## config.mk

```make
export PLATFORM = sky130hd
export DESIGN_NAME = icon_rx_opbuf
export DESIGN_NICKNAME = d
export VERILOG_FILES = /design/src/rtl/icon_rx_opbuf.sv
export SDC_FILE = /design/constraint.sdc
export NUM_CORES = 1
export LEC_CHECK = 0
export ABC_AREA = 1
export BUFFER_PORTS_ARGS = -buffer_cell sky130_fd_sc_hd__buf_2
export CORE_ASPECT_RATIO = 1.25
export CORE_MARGIN = 2
export CORE_UTILIZATION = 40
export DETAILED_ROUTE_END_ITERATION = 12
export GPL_TIMING_DRIVEN = 0
export PLACE_DENSITY = 0.65
export SYNTH_ARGS = -nofsm -noshare
export SYNTH_HDL_FRONTEND = slang
export SYNTH_SLANG_ARGS = --single-unit
```

## constraint.sdc

```tcl
create_clock -name i_clk -period 4.05 [get_ports i_clk]
set_clock_uncertainty 0.05 [all_clocks]
set_input_delay 0.6075 -clock i_clk [delete_from_list [all_inputs] [get_ports i_clk]]
set_output_delay 0.6075 -clock i_clk [all_outputs]
set_load 0.02 [all_outputs]
```

## src/rtl/icon_rx_opbuf.sv

```systemverilog
// icon_rx_opbuf: interconnect receive endpoint with address-tagged op0/op1 buffers.
// Optional macro ICON_RX_BYPASS_EN forwards an accepted beat to a same-cycle lookup.
package icon_rx_pkg;
    localparam int EUIDX_W = 2;

    typedef struct packed {
        logic [EUIDX_W-1:0] euidx;
        logic [3:0]         uid;
        logic               spec;
    } type_exec_unit_addr;

    typedef logic [7:0] type_exec_unit_data;

    typedef struct packed {
        type_exec_unit_addr addr;
        type_exec_unit_data data;
        logic               valid;
    } type_icon_tx_channel;

    typedef struct packed {
        logic success;
    } type_icon_rx_channel;
endpackage

module icon_rx_opbuf
    import icon_rx_pkg::*;
#(
    parameter int DEPTH  = 4,
    parameter int EU_IDX = 0
) (
    input  logic                                  i_clk,
    input  logic                                  i_reset,
    input  logic                                  i_icon_opx,
    input  logic [$bits(type_icon_tx_channel)-1:0] i_icon_tx,
    output logic [$bits(type_icon_rx_channel)-1:0] o_icon_rx,
    input  logic [$bits(type_exec_unit_addr)-1:0]  i_op0_addr,
    input  logic                                  i_op0_consume,
    output logic [$bits(type_exec_unit_data)-1:0]  o_op0_data,
    output logic                                  o_op0_valid,
    input  logic [$bits(type_exec_unit_addr)-1:0]  i_op1_addr,
    input  logic                                  i_op1_consume,
    output logic [$bits(type_exec_unit_data)-1:0]  o_op1_data,
    output logic                                  o_op1_valid,
    output logic                                  o_op0_full,
    output logic                                  o_op1_full,
    output logic [$clog2(DEPTH):0]                o_op0_count,
    output logic [$clog2(DEPTH):0]                o_op1_count
);
    localparam int AW = $bits(type_exec_unit_addr);
    localparam int DW = $bits(type_exec_unit_data);
    localparam int IW = $clog2(DEPTH);
    localparam int CW = IW + 1;
    localparam logic [EUIDX_W-1:0] EU = EUIDX_W'(EU_IDX);

    type_icon_tx_channel tx;
    logic                accept;

    logic [AW-1:0]    lk_addr [2];
    logic             cons    [2];
    logic             sel     [2];

    logic [DEPTH-1:0] valid_q [2];
    logic [DEPTH-1:0] valid_d [2];
    logic [AW-1:0]    addr_q  [2][DEPTH];
    logic [AW-1:0]    addr_d  [2][DEPTH];
    logic [DW-1:0]    data_q  [2][DEPTH];
    logic [DW-1:0]    data_d  [2][DEPTH];

    logic             lk_hit  [2];
    logic [IW-1:0]    lk_idx  [2];
    logic             wr_hit  [2];
    logic [IW-1:0]    wr_idx  [2];
    logic [IW-1:0]    fr_idx  [2];
    logic [CW-1:0]    cnt     [2];
    logic             full    [2];
    logic             byp     [2];
    logic             hit_v   [2];
    logic [DW-1:0]    hit_d   [2];

    assign tx         = type_icon_tx_channel'(i_icon_tx);
    assign lk_addr[0] = i_op0_addr;
    assign lk_addr[1] = i_op1_addr;
    assign cons[0]    = i_op0_consume;
    assign cons[1]    = i_op1_consume;
    assign sel[0]     = ~i_icon_opx;
    assign sel[1]     = i_icon_opx;

    // Search, free-slot pick and occupancy all come from registered state.
    always_comb begin
        for (int b = 0; b < 2; b++) begin
            lk_hit[b] = 1'b0;
            lk_idx[b] = '0;
            wr_hit[b] = 1'b0;
            wr_idx[b] = '0;
            fr_idx[b] = '0;
            cnt[b]    = '0;
            for (int i = DEPTH - 1; i >= 0; i--) begin
                if (!valid_q[b][i]) fr_idx[b] = IW'(i);
            end
            for (int i = 0; i < DEPTH; i++) begin
                if (valid_q[b][i] && addr_q[b][i] == lk_addr[b]) begin
                    lk_hit[b] = 1'b1;
                    lk_idx[b] = IW'(i);
                end
                if (valid_q[b][i] && addr_q[b][i] == tx.addr) begin
                    wr_hit[b] = 1'b1;
                    wr_idx[b] = IW'(i);
                end
                cnt[b] = cnt[b] + CW'(valid_q[b][i]);
            end
            full[b] = (cnt[b] == CW'(DEPTH));
        end
    end

    always_comb begin
        accept = tx.valid && (tx.addr.euidx == EU) &&
                 (i_icon_opx ? (wr_hit[1] || !full[1])
                             : (wr_hit[0] || !full[0]));
    end

    always_comb begin
        for (int b = 0; b < 2; b++) begin
`ifdef ICON_RX_BYPASS_EN
            byp[b] = accept && sel[b] && (tx.addr == lk_addr[b]);
`else
            byp[b] = 1'b0;
`endif
            hit_v[b] = lk_hit[b] || byp[b];
            if (byp[b])
                hit_d[b] = tx.data;
            else if (lk_hit[b])
                hit_d[b] = data_q[b][lk_idx[b]];
            else
                hit_d[b] = '0;
        end
    end

    // Consume is applied after the write so it wins on the same entry.
    always_comb begin
        valid_d = valid_q;
        addr_d  = addr_q;
        data_d  = data_q;
        for (int b = 0; b < 2; b++) begin
            if (accept && sel[b] && !(byp[b] && cons[b])) begin
                if (wr_hit[b]) begin
                    data_d[b][wr_idx[b]] = tx.data;
                end else begin
                    valid_d[b][fr_idx[b]] = 1'b1;
                    addr_d[b][fr_idx[b]]  = tx.addr;
                    data_d[b][fr_idx[b]]  = tx.data;
                end
            end
            if (cons[b] && lk_hit[b]) valid_d[b][lk_idx[b]] = 1'b0;
        end
    end

    always_ff @(posedge i_clk) begin
        if (i_reset) begin
            valid_q[0] <= '0;
            valid_q[1] <= '0;
        end else begin
            valid_q <= valid_d;
        end
        addr_q <= addr_d;
        data_q <= data_d;
    end

    assign o_icon_rx   = accept;
    assign o_op0_valid = hit_v[0];
    assign o_op0_data  = hit_d[0];
    assign o_op1_valid = hit_v[1];
    assign o_op1_data  = hit_d[1];
    assign o_op0_full  = full[0];
    assign o_op1_full  = full[1];
    assign o_op0_count = cnt[0];
    assign o_op1_count = cnt[1];
endmodule

```

After elaboration in Yosys (flattened, before gate mapping)
Index checks and enable logic that the tools add are counted.
{"block": "totals", "input_bits": 35, "ff_bits": 128, "wordCells": 191}
{"block": "classes", "reduce_logical": 37, "order_cmp": 18, "bitwise_logic": 15, "eq_ne": 18, "muxes": 79, "add_sub_neg": 6}
{"op": "32-bit bitwise mux", "count": 4}
{"op": "7-bit equality test", "count": 16}
{"op": "8-bit 2-to-1 mux", "count": 10}
{"op": "8-bit demux with 2-bit select", "count": 4}
{"op": "32-bit 2-to-1 mux", "count": 2}
{"op": "28-bit bitwise mux", "count": 2}
{"op": "8-bit binary-select mux with 2-bit select", "count": 2}
{"op": "2-bit 2-to-1 mux", "count": 16}
{"op": "1-bit logical AND", "count": 30}
{"op": "7-bit demux with 2-bit select", "count": 2}
{"op": "1-bit 2-to-1 mux", "count": 25}
{"op": "4-bit 2-to-1 mux", "count": 6}
{"op": "3-bit greater-or-equal comparator, second input constant", "count": 6}
{"op": "2-bit NOT with 3-bit output", "count": 6}
{"op": "7-bit 2-to-1 mux", "count": 2}
{"op": "2-bit by 3-bit less-than comparator with 1-bit output, second input constant", "count": 4}
{"op": "3-bit by 1-bit less-than comparator with 1-bit output, second input constant", "count": 4}
{"op": "4-bit AND", "count": 2}
{"op": "1-bit demux with 2-bit select", "count": 4}
{"op": "2-bit by 1-bit greater-or-equal comparator with 1-bit output, second input constant", "count": 4}
{"op": "4-bit NOT", "count": 2}
{"op": "4-bit OR", "count": 2}
{"op": "2-bit by 1-bit adder with 3-bit output", "count": 2}
{"op": "3-bit by 1-bit adder with 3-bit output", "count": 2}
{"op": "other kinds (7)", "count": 14}

Logic depth before layout (Yosys ltp)
Gate-level depths: netlist of run 1.
{"block": "logic_depth", "word_depth": 13, "depth_mapped": 15}

Least setup slack after synthesis of run 1
No wires, ideal clock.
{"block": "synth_path", "kind": "reg2reg", "start": "register valid_q[1] (netlist bit)", "end": "register addr_q[49] (netlist bit) (enable)", "path_stages_with_launch": 14, "setup_slack_ns": 0.851, "synth_period_minus_slack_ns": 3.199, "t_arrival_ns": 2.769, "path_cell_list": "dfxtp_1 -> inv_1 -> fa_1 -> inv_1 -> ha_1 -> ha_1 -> inv_1 -> nand3_1 -> nor2_1 -> inv_1 -> nor2_1 -> nor2_4 -> nand3_1 -> nor3_1"}
{"block": "synth_between", "elab_chain_cells": 10, "elab_cells_between_ends": 14}
{"element": "from (decl)", "line_no": "62", "source": "logic [DEPTH-1:0] valid_q [2];"}
{"element": "from (signal assigned)", "line_no": "162", "source": "valid_q <= valid_d;"}
{"element": "1-bit by 1-bit adder with 2-bit output", "line_no": "109", "source": "cnt[b] = cnt[b] + CW'(valid_q[b][i]);"}
{"element": "2-bit by 1-bit adder with 3-bit output", "line_no": "109"}
{"element": "3-bit by 1-bit adder with 3-bit output", "line_no": "109"}
{"element": "via o_op1_count[1]", "line_no": "47", "source": "output logic [$clog2(DEPTH):0] o_op1_count"}
{"element": "3-bit equality test", "line_no": "111", "source": "full[b] = (cnt[b] == CW'(DEPTH));"}
{"element": "1-bit logical NOT", "line_no": "117", "source": "(i_icon_opx ? (wr_hit[1] || !full[1])"}
{"element": "1-bit logical OR", "line_no": "117"}
{"element": "1-bit 2-to-1 mux", "line_no": "117"}
{"element": "1-bit logical AND", "line_no": "116", "source": "accept = tx.valid && (tx.addr.euidx == EU) &&"}
{"element": "via o_icon_rx", "line_no": "35", "source": "output logic [$bits(type_icon_rx_channel)-1:0] o_icon_rx,"}
{"element": "1-bit logical AND", "line_no": "144", "source": "if (accept && sel[b] && !(byp[b] && cons[b])) begin"}
{"element": "2-bit AND reduction (no source line)"}
{"element": "to (signal assigned)", "line_no": "164", "source": "addr_q <= addr_d;"}
{"element": "to (decl)", "line_no": "64", "source": "logic [AW-1:0] addr_q [2][DEPTH];"}
The timed path passes the listed nets, and every way through them passes these cells.
A chain may end at the register's enable or synchronous reset.

Worst setup path after layout of run 1
{"block": "layout_path", "start": "register valid_q[1] (netlist bit)", "end": "output o_icon_rx"}
{"block": "layout_between", "elab_chain_cells": 8, "elab_cells_between_ends": 12}
{"element": "1-bit by 1-bit adder with 2-bit output", "line_no": "109"}
{"element": "2-bit by 1-bit adder with 3-bit output", "line_no": "109"}
{"element": "3-bit by 1-bit adder with 3-bit output", "line_no": "109"}
{"element": "3-bit equality test", "line_no": "111"}
{"element": "1-bit logical NOT", "line_no": "117"}
{"element": "1-bit logical OR (*)", "line_no": "117"}
{"element": "1-bit 2-to-1 mux (*)", "line_no": "117"}
{"element": "1-bit logical AND (*)", "line_no": "116"}
{"element": "to (decl)", "line_no": "35"}
Mark *: on every way between the ends. The rest lies on a longest branch, timed or not.

==> results.txt, run 1 <==
----------------------------------------------------
[Route]
  Count of vias placed by the detailed router ... 5,959
  Vias/cell ... 5.08
  Number of optimization iterations in the first detailed-route pass ... 5
  DRC errors left ... 0
  Detailed-route wire length ... 19.0 mm
  Wire length per cell ... 16.2 um
  Post-route antenna net violation count ... 0
  Drt initial violations ... 603

[Final layout]
  NumNets Final ... 976
  Antenna fix cells ... 0
  Fraction of final layout cells sized beyond drive strength 1 ... 15.3%
  Synthesis-to-layout area growth ... 16.0%

[Worst setup path]
  Crit. End Element ... output pin
  Required @ worst endpoint ... 3.39 ns
  Critical Setup Path Class ... reg2out
  Depth of the worst register-to-register path ... 13
  Startpoint type of the worst setup path ... flip-flop
  Maximum net fanout on the critical path ... 6
  Critical Path AT ... 2.95 ns

[Flow run]
  Max_cap viols ... 0

[Die]
  Vert. Die Dim ... 155 um
  Initial core utilization ... 40.4%
  Area enclosed by the die boundary ... 19,200 um^2
  Top-Level Pins ... 62
  Number of standard-cell rows in the floorplan ... 55
  Floorplan Core Area ... 18,000 um^2
  Die W ... 124 um

[Logic synthesis]
  Cell types with the largest area share after synthesis ... edfxtp_1 (50%), nand2_1 (12%), nor2_1 (9.0%)
  Number of enable-type register cells in the synthesized netlist ... 120
  Cell count after synthesis ... 855
  Share of the synthesized area in the top cell type ... 49.7%
  Count of yosys warnings during synthesis ... 0
  Synth area leader ... edfxtp_1
  Fraction of the yosys area taken by sequential cells ... 51.9%
  Most repeated cell in the gate-level netlist after synthesis ... nand2_1
  Async SR Flop Fraction ... 0%
  Synthesized flop and latch total ... 128
  Primary flip-flop cell chosen by synthesis mapping ... edfxtp_1
  Netlist area before placement ... 7250 um^2
  Mean instance size in the synthesized netlist ... 8.48 um^2
  Synthesized netlist net count ... 898
  Cell variety after synth ... 46
  Synth top cells by count ... nand2_1 (230), nor2_1 (173), edfxtp_1 (120)

[Clocking]
  Root Driver ... clkbuf_16
  Maximum level of the CTS H-tree ... 4
  Cells resized by post-CTS repair ... 0
  Clock sink total ... 128
  Source-to-sink clock delay at the later pin of the worst-skew pair ... 0.42 ns
  Post-CTS Setup Inserts ... 0
  CTS tree ... yes
  CTS max path bufs ... 2
  Num CTS Buffers ... 17
  Hold buffer count at cts ... 0
  Clk slew on worst S/H paths ... 0.06 ns

[Placed design]
  Setup WS pre-CTS ... 0.419 ns
  Gp weighted congestion ... 0.907
  Count of buffers from port buffering ... 59
  Half-perimeter wire length of the detailed placement result ... 14.1 mm

[Worst hold path]
  Worst Hold Class ... in2reg
  Worst hold path cell count ... 4

[Power and ir drop]
  Reported net switching power ... 692 uW
  Relative contribution of sequential cells to total power ... 46.1%
  Relative contribution of the clock network to total power ... 47.7%
  Net switching share of the total power ... 21.9%
  Pwr dens ... 375 nW/um^2
  Total leakage power ... 3.72 nW
  Logic pwr share ... 6.2%
  Worst supply voltage drop on vdd ... 0.265 mV
  Internal power component ... 2.46 mW

[GRT]
  Number of global-route vias before repair ... 5,716
  Total track usage ... 20.2%
  Number of antenna violations at the first check in global routing ... 0
  Global-route wire length before repair ... 30.1 mm
  Largest net degree at the start of global routing ... 17
  Overall overflow remaining after global route ... 0

[STA]
  Period utilisation layout ... 89.2%
  Final setup margin ... 0.438 ns
  Crit path time final ... 3.61 ns
  Final max-slew violation count ... 0
  Setup-failing EPs final ... 0
  Worst-Margin Slew ... 1.19 ns
  Worst rel slew slack ... 19.7%
  Final hold vios ... 0
  Setup repair after global routing missed its margin ... false
  Top achievable clock speed ... 0.277 GHz
  Setup_tns ... 0 ns

[Outcome]
  Status ... finished, final reports clean

----------------------------------------------------
-- through the flow --
step / area (um^2) / power (mW) / utilization [%] / instances / hold WS [ns]
floorplan: 7250 / 1.59 / - / 855 / 0.434
global placement: 7830 / 1.67 / 43.6 / 1142 / 0.470
detailed placement: 7830 / 1.67 / 43.6 / 1142 / 0.476
CTS: 8410 / 3.17 / 46.8 / 1174 / 0.381
global route: 8410 / 3.24 / 46.8 / 1174 / 0.405
finish: 8410 / 3.15 / 46.8 / 1174 / 0.392
-- power groups by stage --
stage	sequential (mW)	clock, mW	combinational (mW)
2_1_floorplan	1.48	0	0.115
3_3_place_gp	1.48	0	0.192
3_5_place_dp	1.48	0	0.193
4_1_cts	1.45	1.52	0.195
5_1_grt	1.45	1.57	0.216
6_report	1.45	1.50	0.194
-- cells by family after synthesis --
family                     after synthesis  synth area share [%]
AOI/OAI and AO/OA                       67                  5.59
xor gates and xnor gates                30                  3.62
adders and majority gates                8                  1.59
buffers and inverters                  126                  7.66
DFF                                    128                  51.9
and+or+nand+nor                        496                  29.6
-- area by class of cell --
cell class,count,area (um^2)
Fill cell,1761,9550
Sequential cell,128,3760
Multi-Input combinational cell,601,2930
Inverter,111,440
Clock buffer,18,429
Timing Repair Buffer,59,295
Tap cell,228,285
Clock inverter,14,148
Buffer,15,115
-- worst max-delay path, cell delays in order (launching register included) --
cell     delay (ns)
dfxtp_1        0.38
inv_1          0.13
fa_1           0.52
inv_1          0.04
ha_1           0.17
ha_1           0.30
inv_1          0.06
nand3_1        0.22
nor2_1         0.21
inv_1          0.06
nor2_1         0.19
nor2_4         0.09
buf_2          0.17
-- path summary, 6_finish.rpt --
check                             start                    end  slack [ns]
setup / recovery  valid_q[1]$_SDFF_PP0_              o_icon_rx        0.44
hold / removal                  i_reset  valid_q[5]$_SDFF_PP0_        0.39
setup reg to reg  valid_q[1]$_SDFF_PP0_   addr_q[54]$_DFFE_PP_        0.47
hold reg to reg   valid_q[3]$_SDFF_PP0_  valid_q[3]$_SDFF_PP0_        0.50
-- flip-flops by register name (all words and copies together), names as in the netlist --
| register | cells |
|---|---|
| data_q | 64 |
| addr_q | 56 |
| valid_q | 8 |
-- layout by cell type (no fill, tap or decap), types with 3 or more instances in the layout --
| master | instances |
|---|---|
| a21oi_1 | 30 |
| a31oi_1 | 7 |
| buf_2 | 66 |
| buf_4 | 5 |
| bufinv_16 | 3 |
| clkbuf_16 | 17 |
| clkinv_2 | 7 |
| dfxtp_1 | 8 |
| edfxtp_1 | 120 |
| ha_1 | 6 |
| inv_1 | 94 |
| inv_2 | 12 |
| inv_4 | 4 |
| nand2_1 | 230 |
| nand3_1 | 45 |
| nand3b_1 | 3 |
| nand4_1 | 12 |
| nor2_1 | 173 |
| nor2_2 | 6 |
| nor2_4 | 3 |
| nor2_8 | 3 |
| nor3_1 | 7 |
| nor3_2 | 3 |
| o211ai_1 | 4 |
| o21ai_0 | 6 |
| o21ai_1 | 4 |
| o22ai_1 | 7 |
| xnor2_1 | 16 |
| xor2_1 | 14 |
-- metal layers --
layer / part of all wire (%) / GRT usage (%) / vias to the layer above
met5: 0 / 0 / -
met4: 2.5 / 8.35 / 0
met3: 5.1 / 3.46 / 36
met2: 50 / 34.9 / 206
met1: 42 / 25.2 / 2786
li1: - / - / 2931
No activity file was read; power rests on OpenSTA's default activity.
==> run 2, diff against run 1 <==
--- a/config.mk
+++ b/config.mk
@@ -6,13 +6,14 @@
 export NUM_CORES = 1
 export LEC_CHECK = 0
 export ABC_AREA = 1
-export BUFFER_PORTS_ARGS = -buffer_cell sky130_fd_sc_hd__buf_2
+export BUFFER_PORTS_ARGS = -buffer_cell sky130_fd_sc_hd__buf_4
 export CORE_ASPECT_RATIO = 1.25
 export CORE_MARGIN = 2
 export CORE_UTILIZATION = 40
 export DETAILED_ROUTE_END_ITERATION = 12
 export GPL_TIMING_DRIVEN = 0
 export PLACE_DENSITY = 0.65
+export RECOVER_POWER = 25
 export SYNTH_ARGS = -nofsm -noshare
 export SYNTH_HDL_FRONTEND = slang
 export SYNTH_SLANG_ARGS = --single-unit
==> results.txt, run 2 (synthesized netlist as in run 1, its figures left out) <==
----------------------------------------------------
[Route]
  Detailed-route wire length ... 19.2 mm (+1.0%)
  Wire length per cell ... 16.3 um (+1.0%)
  DRC errors left ... 0 (unchanged)
  Count of vias placed by the detailed router ... 5,895 (-1.1%)
  Post-route antenna net violation count ... 0 (unchanged)
  Number of optimization iterations in the first detailed-route pass ... 7 (+2)
  Drt initial violations ... 588 (-2.5%)
  Vias/cell ... 5.02 (-1.1%)

[Final layout]
  Non-filler cells, final ... 1,174 (unchanged)
  Largest reg by FF count ... data_q
  Antenna fix cells ... 0 (unchanged)
  Commonest non-fill, non-tap cells in the layout ... nand2_1 (230), nor2_1 (175), edfxtp_1 (120)
  Fraction of final layout cells sized beyond drive strength 1 ... 14.2% (-1.2 points)
  Final Core Density ... 47.2% (+0.36 points)
  Multi-input gate area in the final layout ... 2920 um^2 (-0.34%)
  NumNets Final ... 976 (unchanged)
  Most common cell after layout, fill and taps aside ... nand2_1
  Biggest regs ... data_q: 64 flops, addr_q: 56 flops, valid_q: 8 flops
  Number of fill cells in the layout ... 1,748 (-0.74%)
  Area of all sequential standard cells ... 3760 um^2 (unchanged)
  Synthesis-to-layout area growth ... 16.9%
  Max FFs per register ... 64 (unchanged)

[Worst setup path]
  Critical path's largest stage delay ... 0.82 ns (+0.30 ns)
  Cell breakdown of the critical path ... inv_1, fa_1, inv_1, ha_1, ha_1, inv_1, nand3_1, nor2_1, inv_1, nor2_1, nor2_4, nand3_1, nor3_1
  Critical Path AT ... 3.61 ns (+0.66 ns)
  Critical Setup Path Class ... reg2reg
  Required @ worst endpoint ... 4.04 ns (+0.65 ns)
  Crit. End Element ... flip-flop
  Maximum net fanout on the critical path ... 7 (+1)
  Startpoint type of the worst setup path ... flip-flop
  Cell type with the highest occurrence count on the critical path ... inv_1
  Max stage delay cell, worst path ... nor3_1

[Clocking]
  Clk slew on worst S/H paths ... 0.06 ns (about the same)
  CTS tree ... yes
  Post-CTS Setup Inserts ... 0 (unchanged)
  CTS max path bufs ... 2 (unchanged)
  Root Driver ... clkbuf_16
  Cells resized by post-CTS repair ... 0 (unchanged)
  Source-to-sink clock delay at the later pin of the worst-skew pair ... 0.42 ns (about the same)
  Maximum level of the CTS H-tree ... 4 (unchanged)
  Clock sink total ... 128 (unchanged)
  Hold buffer count at cts ... 0 (unchanged)
  Num CTS Buffers ... 17 (unchanged)

[STA]
  Worst-Margin Slew ... 1.22 ns (+0.0271 ns)
  Period utilisation layout ... 89.4% (+0.19 points)
  Worst rel slew slack ... 17.9% (-1.8 points)
  Top achievable clock speed ... 0.276 GHz (-0.22%)
  Setup-failing EPs final ... 0 (unchanged)
  Final hold vios ... 0 (unchanged)
  Setup_tns ... 0 ns (unchanged)
  Final max-slew violation count ... 0 (unchanged)
  Setup repair after global routing missed its margin ... false
  Crit path time final ... 3.62 ns (+0.00789 ns)

[GRT]
  Overall overflow remaining after global route ... 0 (unchanged)
  Global-route wire length before repair ... 29.8 mm (-0.85%)
  Largest net degree at the start of global routing ... 17 (unchanged)
  Number of antenna violations at the first check in global routing ... 0 (unchanged)
  Total track usage ... 20.0% (-0.20 points)
  Number of global-route vias before repair ... 5,665 (-0.89%)

[Placed design]
  Half-perimeter wire length of the detailed placement result ... 14.3 mm (+1.6%)
  Count of buffers from port buffering ... 59 (unchanged)
  Number of placed instances with taps included ... 1,142 (unchanged)
  Gp weighted congestion ... 0.912 (+0.56%)

[Power and ir drop]
  Total leakage power ... 3.69 nW (-0.83%)
  Worst supply voltage drop on vdd ... 0.254 mV (-4.4%)
  Pwr dens ... 359 nW/um^2 (-4.2%)

[Flow run]
  Max_cap viols ... 0 (unchanged)

[Outcome]
  Status ... finished, final reports clean

[Die]
  Initial core utilization ... 40.4% (unchanged)
  Top-Level Pins ... 62 (unchanged)
  Vert. Die Dim ... 155 um (unchanged)
  Number of standard-cell rows in the floorplan ... 55 (unchanged)
  Area enclosed by the die boundary ... 19,200 um^2 (unchanged)
  Floorplan Core Area ... 18,000 um^2 (unchanged)
  Die W ... 124 um (unchanged)

[Worst hold path]
  Worst Hold Class ... in2reg

----------------------------------------------------
-- run 2: worst max-delay path, delay by kind of cell, from the launching register on --
| kind | cells | cell delay, ns |
|---|---|---|
| adder cells (fa/ha/maj) | 3 | 0.99 |
| buffers and inverters | 4 | 0.27 |
| flip-flops | 1 | 0.39 |
| AND/OR/NAND/NOR | 6 | 1.52 |
-- run 2: final cells by class --
class,instances,share of cell area (%)
Buffer,15,1.36
Clock buffer,19,5.11
Clock inverter,13,1.15
Inverter,111,5.20
Multi-Input combinational cell,601,34.5
Sequential cell,128,44.4
Tap cell,228,3.37
Timing Repair Buffer,59,4.92
-- run 2: layer usage --
layer / track usage (%) / share of wire (%)
met1: 24.9 / 42
met2: 35.2 / 50
met3: 3.04 / 5.0
met4: 7.70 / 2.4
met5: 0 / 0
-- run 2: path summary, 6_finish.rpt --
kind                                               to  slack (ns)             startpoint  cells past startpoint
worst max register to register   addr_q[53]$_DFFE_PP_        0.43  valid_q[1]$_SDFF_PP0_                     13
worst max-delay path             addr_q[53]$_DFFE_PP_        0.43  valid_q[1]$_SDFF_PP0_                     13
worst min-delay path            valid_q[5]$_SDFF_PP0_        0.39                i_reset                      4
worst min register to register  valid_q[3]$_SDFF_PP0_        0.49  valid_q[3]$_SDFF_PP0_                      2
-- run 2: per-stage QoR --
stage / hold slack, ns / power (mW) / setup slack [ns] / cell area, um^2
2_1_floorplan: 0.434 / 1.59 / 0.851 / 7250
3_3_place_gp: 0.470 / 1.68 / 0.460 / 7980
3_5_place_dp: 0.484 / 1.69 / 0.414 / 7980
4_1_cts: 0.390 / 3.05 / 0.393 / 8510
5_1_grt: 0.401 / 3.13 / 0.101 / 8470
6_report: 0.393 / 3.04 / 0.430 / 8470
-- run 2: power breakdown --
part	switching, mW	internal [mW]
Clock	0.558	0.829
Sequential	0.00526	1.45
Combinational	0.135	0.0668
Total	0.698	2.34
==> run 3, diff against run 2 <==
--- a/config.mk
+++ b/config.mk
@@ -12,6 +12,7 @@
 export CORE_UTILIZATION = 40
 export DETAILED_ROUTE_END_ITERATION = 12
 export GPL_TIMING_DRIVEN = 0
+export MAX_ROUTING_LAYER = met4
 export PLACE_DENSITY = 0.65
 export RECOVER_POWER = 25
 export SYNTH_ARGS = -nofsm -noshare
==> constraint.sdc (replaced) <==
create_clock -name i_clk -period 4.05 [get_ports i_clk]
set_clock_uncertainty 0.05 [all_clocks]
set_input_delay 0.6075 -clock i_clk [delete_from_list [all_inputs] [get_ports i_clk]]
set_output_delay 0.6075 -clock i_clk [all_outputs]
set_load 0.005 [all_outputs]
==> results.txt, run 3 (synthesized netlist as in run 1, its figures left out) <==
----------------------------------------------------
[Outcome]
  Status ... finished, final reports clean

[STA]
  Final max-slew violation count ... 0 (unchanged)
  Final hold vios ... 0 (unchanged)
  Setup-failing EPs final ... 0 (unchanged)
  Setup repair after global routing missed its margin ... false
  Setup_tns ... 0 ns (unchanged)
  Worst rel slew slack ... 20.5% (+2.6 points)
  Crit path time final ... 3.59 ns (-0.0305 ns)
  Worst-Margin Slew ... 1.18 ns (-0.0389 ns)
  Period utilisation layout ... 88.6% (-0.75 points)
  Top achievable clock speed ... 0.279 GHz (+0.85%)

[Route]
  Detailed-route wire length ... 19.4 mm (+1.2%)
  Vias/cell ... 5.06 (+0.80%)
  DRC errors left ... 0 (unchanged)
  Wire length per cell ... 16.5 um (+1.2%)
  Number of optimization iterations in the first detailed-route pass ... 7 (unchanged)
  Post-route antenna net violation count ... 0 (unchanged)
  Drt initial violations ... 489 (-17%)
  Count of vias placed by the detailed router ... 5,942 (+0.80%)

[Die]
  Die W ... 124 um (unchanged)
  Initial core utilization ... 40.4% (unchanged)
  Area enclosed by the die boundary ... 19,200 um^2 (unchanged)
  Top-Level Pins ... 62 (unchanged)
  Vert. Die Dim ... 155 um (unchanged)
  Floorplan Core Area ... 18,000 um^2 (unchanged)
  Number of standard-cell rows in the floorplan ... 55 (unchanged)

[Power and ir drop]
  Logic pwr share ... 6.1% (-0.5 points)
  Reported net switching power ... 716 uW (+2.6%)
  Internal power component ... 2.54 mW (+8.4%)
  Pwr dens ... 380 nW/um^2 (+5.9%)
  Relative contribution of sequential cells to total power ... 44.6% (-3.2 points)
  Net switching share of the total power ... 22.0% (-0.96 points)
  Total leakage power ... 3.72 nW (+0.95%)
  Worst supply voltage drop on vdd ... 0.237 mV (-6.3%)
  Relative contribution of the clock network to total power ... 49.3% (+3.7 points)

[Clocking]
  CTS tree ... yes
  CTS max path bufs ... 2 (unchanged)
  Num CTS Buffers ... 17 (unchanged)
  Clock sink total ... 128 (unchanged)
  Post-CTS Setup Inserts ... 0 (unchanged)
  Clk slew on worst S/H paths ... 0.06 ns (about the same)
  Maximum level of the CTS H-tree ... 4 (unchanged)
  Source-to-sink clock delay at the later pin of the worst-skew pair ... 0.43 ns (about the same)
  Hold buffer count at cts ... 0 (unchanged)
  Cells resized by post-CTS repair ... 0 (unchanged)
  Root Driver ... clkbuf_16

[GRT]
  Number of global-route vias before repair ... 5,629 (-0.64%)
  Largest net degree at the start of global routing ... 17 (unchanged)
  Overall overflow remaining after global route ... 0 (unchanged)
  Global-route wire length before repair ... 30.4 mm (+1.9%)
  Number of antenna violations at the first check in global routing ... 0 (unchanged)
  Total track usage ... 21.3% (+1.2 points)

[Final layout]
  Antenna fix cells ... 0 (unchanged)
  Most common cell after layout, fill and taps aside ... nand2_1
  Final Core Density ... 47.7% (+0.53 points)
  Max FFs per register ... 64 (unchanged)
  Biggest regs ... data_q: 64 flops, addr_q: 56 flops, valid_q: 8 flops
  Commonest non-fill, non-tap cells in the layout ... nand2_1 (230), nor2_1 (174), edfxtp_1 (120)
  Fraction of final layout cells sized beyond drive strength 1 ... 14.4% (+0.21 points)
  Synthesis-to-layout area growth ... 18.2%
  NumNets Final ... 976 (unchanged)
  Largest reg by FF count ... data_q
  Number of fill cells in the layout ... 1,715 (-1.9%)

[Worst setup path]
  Critical Path AT ... 3.58 ns (-0.03 ns)
  Reg2reg start ... valid_q[1]$_SDFF_PP0_
  Critical Setup Path Class ... reg2reg
  Required @ worst endpoint ... 4.04 ns (about the same)
  Startpoint type of the worst setup path ... flip-flop
  Source of the critical timing path ... valid_q[1]$_SDFF_PP0_
  Crit. End Element ... flip-flop
  Maximum net fanout on the critical path ... 7 (unchanged)

[Worst hold path]
  Hold Crit Start ... i_reset
  Worst Hold Class ... in2reg

[Placed design]
  Half-perimeter wire length of the detailed placement result ... 14.3 mm (-0.21%)
  Count of buffers from port buffering ... 59 (unchanged)
  Gp weighted congestion ... 0.931 (+2.1%)

[Flow run]
  Max_cap viols ... 0 (unchanged)

----------------------------------------------------
## run 3: cell types whose count changed in the layout (fill, tap and decap cells not counted)
cell | before | now
inv_6 | 0 | 2
clkinv_4 | 1 | 2
o21ai_1 | 4 | 3
clkbuf_1 | 9 | 8
clkinv_2 | 5 | 0
nor2_4 | 2 | 3
o21ai_0 | 6 | 7
nor2_1 | 175 | 174
bufinv_16 | 1 | 4
## run 3: stage by stage
| stage | power (mW) | hold WS (ns) | setup slack [ns] | cell area, um^2 | instances |
|---|---|---|---|---|---|
| after detailed placement | 1.68 | 0.477 | 0.419 | 7980 | 1142 |
| after global placement | 1.68 | 0.476 | 0.455 | 7980 | 1142 |
| after global routing | 3.35 | 0.388 | 0.197 | 8570 | 1174 |
| after floorplan | 1.59 | 0.434 | 1.06 | 7250 | 855 |
| after CTS | 3.27 | 0.376 | 0.401 | 8600 | 1174 |
| final | 3.26 | 0.392 | 0.460 | 8570 | 1174 |
## run 3: cell type report
class | instances | area, um^2 | area share, %
Buffer | 15 | 115 | 1.34
Clock buffer | 18 | 429 | 5.01
Clock inverter | 14 | 189 | 2.20
Inverter | 111 | 440 | 5.14
Multi-Input combinational cell | 601 | 2930 | 34.2
Sequential cell | 128 | 3760 | 43.9
Tap cell | 228 | 285 | 3.33
Timing Repair Buffer | 59 | 417 | 4.86
## run 3: critical path, stage by stage, from the launching register on
cell and delay (ns):
dfxtp_1 0.39, inv_1 0.13, fa_1 0.52, inv_1 0.04, ha_1 0.17, ha_1 0.29
inv_1 0.04, nand3_1 0.21, nor2_1 0.09, inv_1 0.06, nor2_1 0.06, nor2_4 0.18
nand3_1 0.16, nor3_1 0.82
## run 3: routing by layer
layer | wire [um] | vias to the layer above | global-route usage (%)
met5 | 0 | - | -
met1 | 8270 | 2776 | 25.6
met2 | 9640 | 188 | 35.7
met3 | 897 | 44 | 3.91
li1 | - | 2934 | -
met4 | 584 | 0 | 8.08
## run 3: worst paths after layout
kind         cells after the start  slack, ns                    end
min                              4       0.39  valid_q[5]$_SDFF_PP0_
min reg2reg                      2       0.49  valid_q[3]$_SDFF_PP0_
max                             13       0.46   addr_q[55]$_DFFE_PP_
max reg2reg                     13       0.46   addr_q[55]$_DFFE_PP_
## run 3: power by group through the flow
stage | sequential, mW | clock [mW] | combinational (mW)
2_1_floorplan | 1.48 | 0 | 0.112
3_3_place_gp | 1.48 | 0 | 0.201
3_5_place_dp | 1.48 | 0 | 0.203
4_1_cts | 1.45 | 1.62 | 0.204
5_1_grt | 1.45 | 1.68 | 0.222
6_report | 1.45 | 1.60 | 0.199
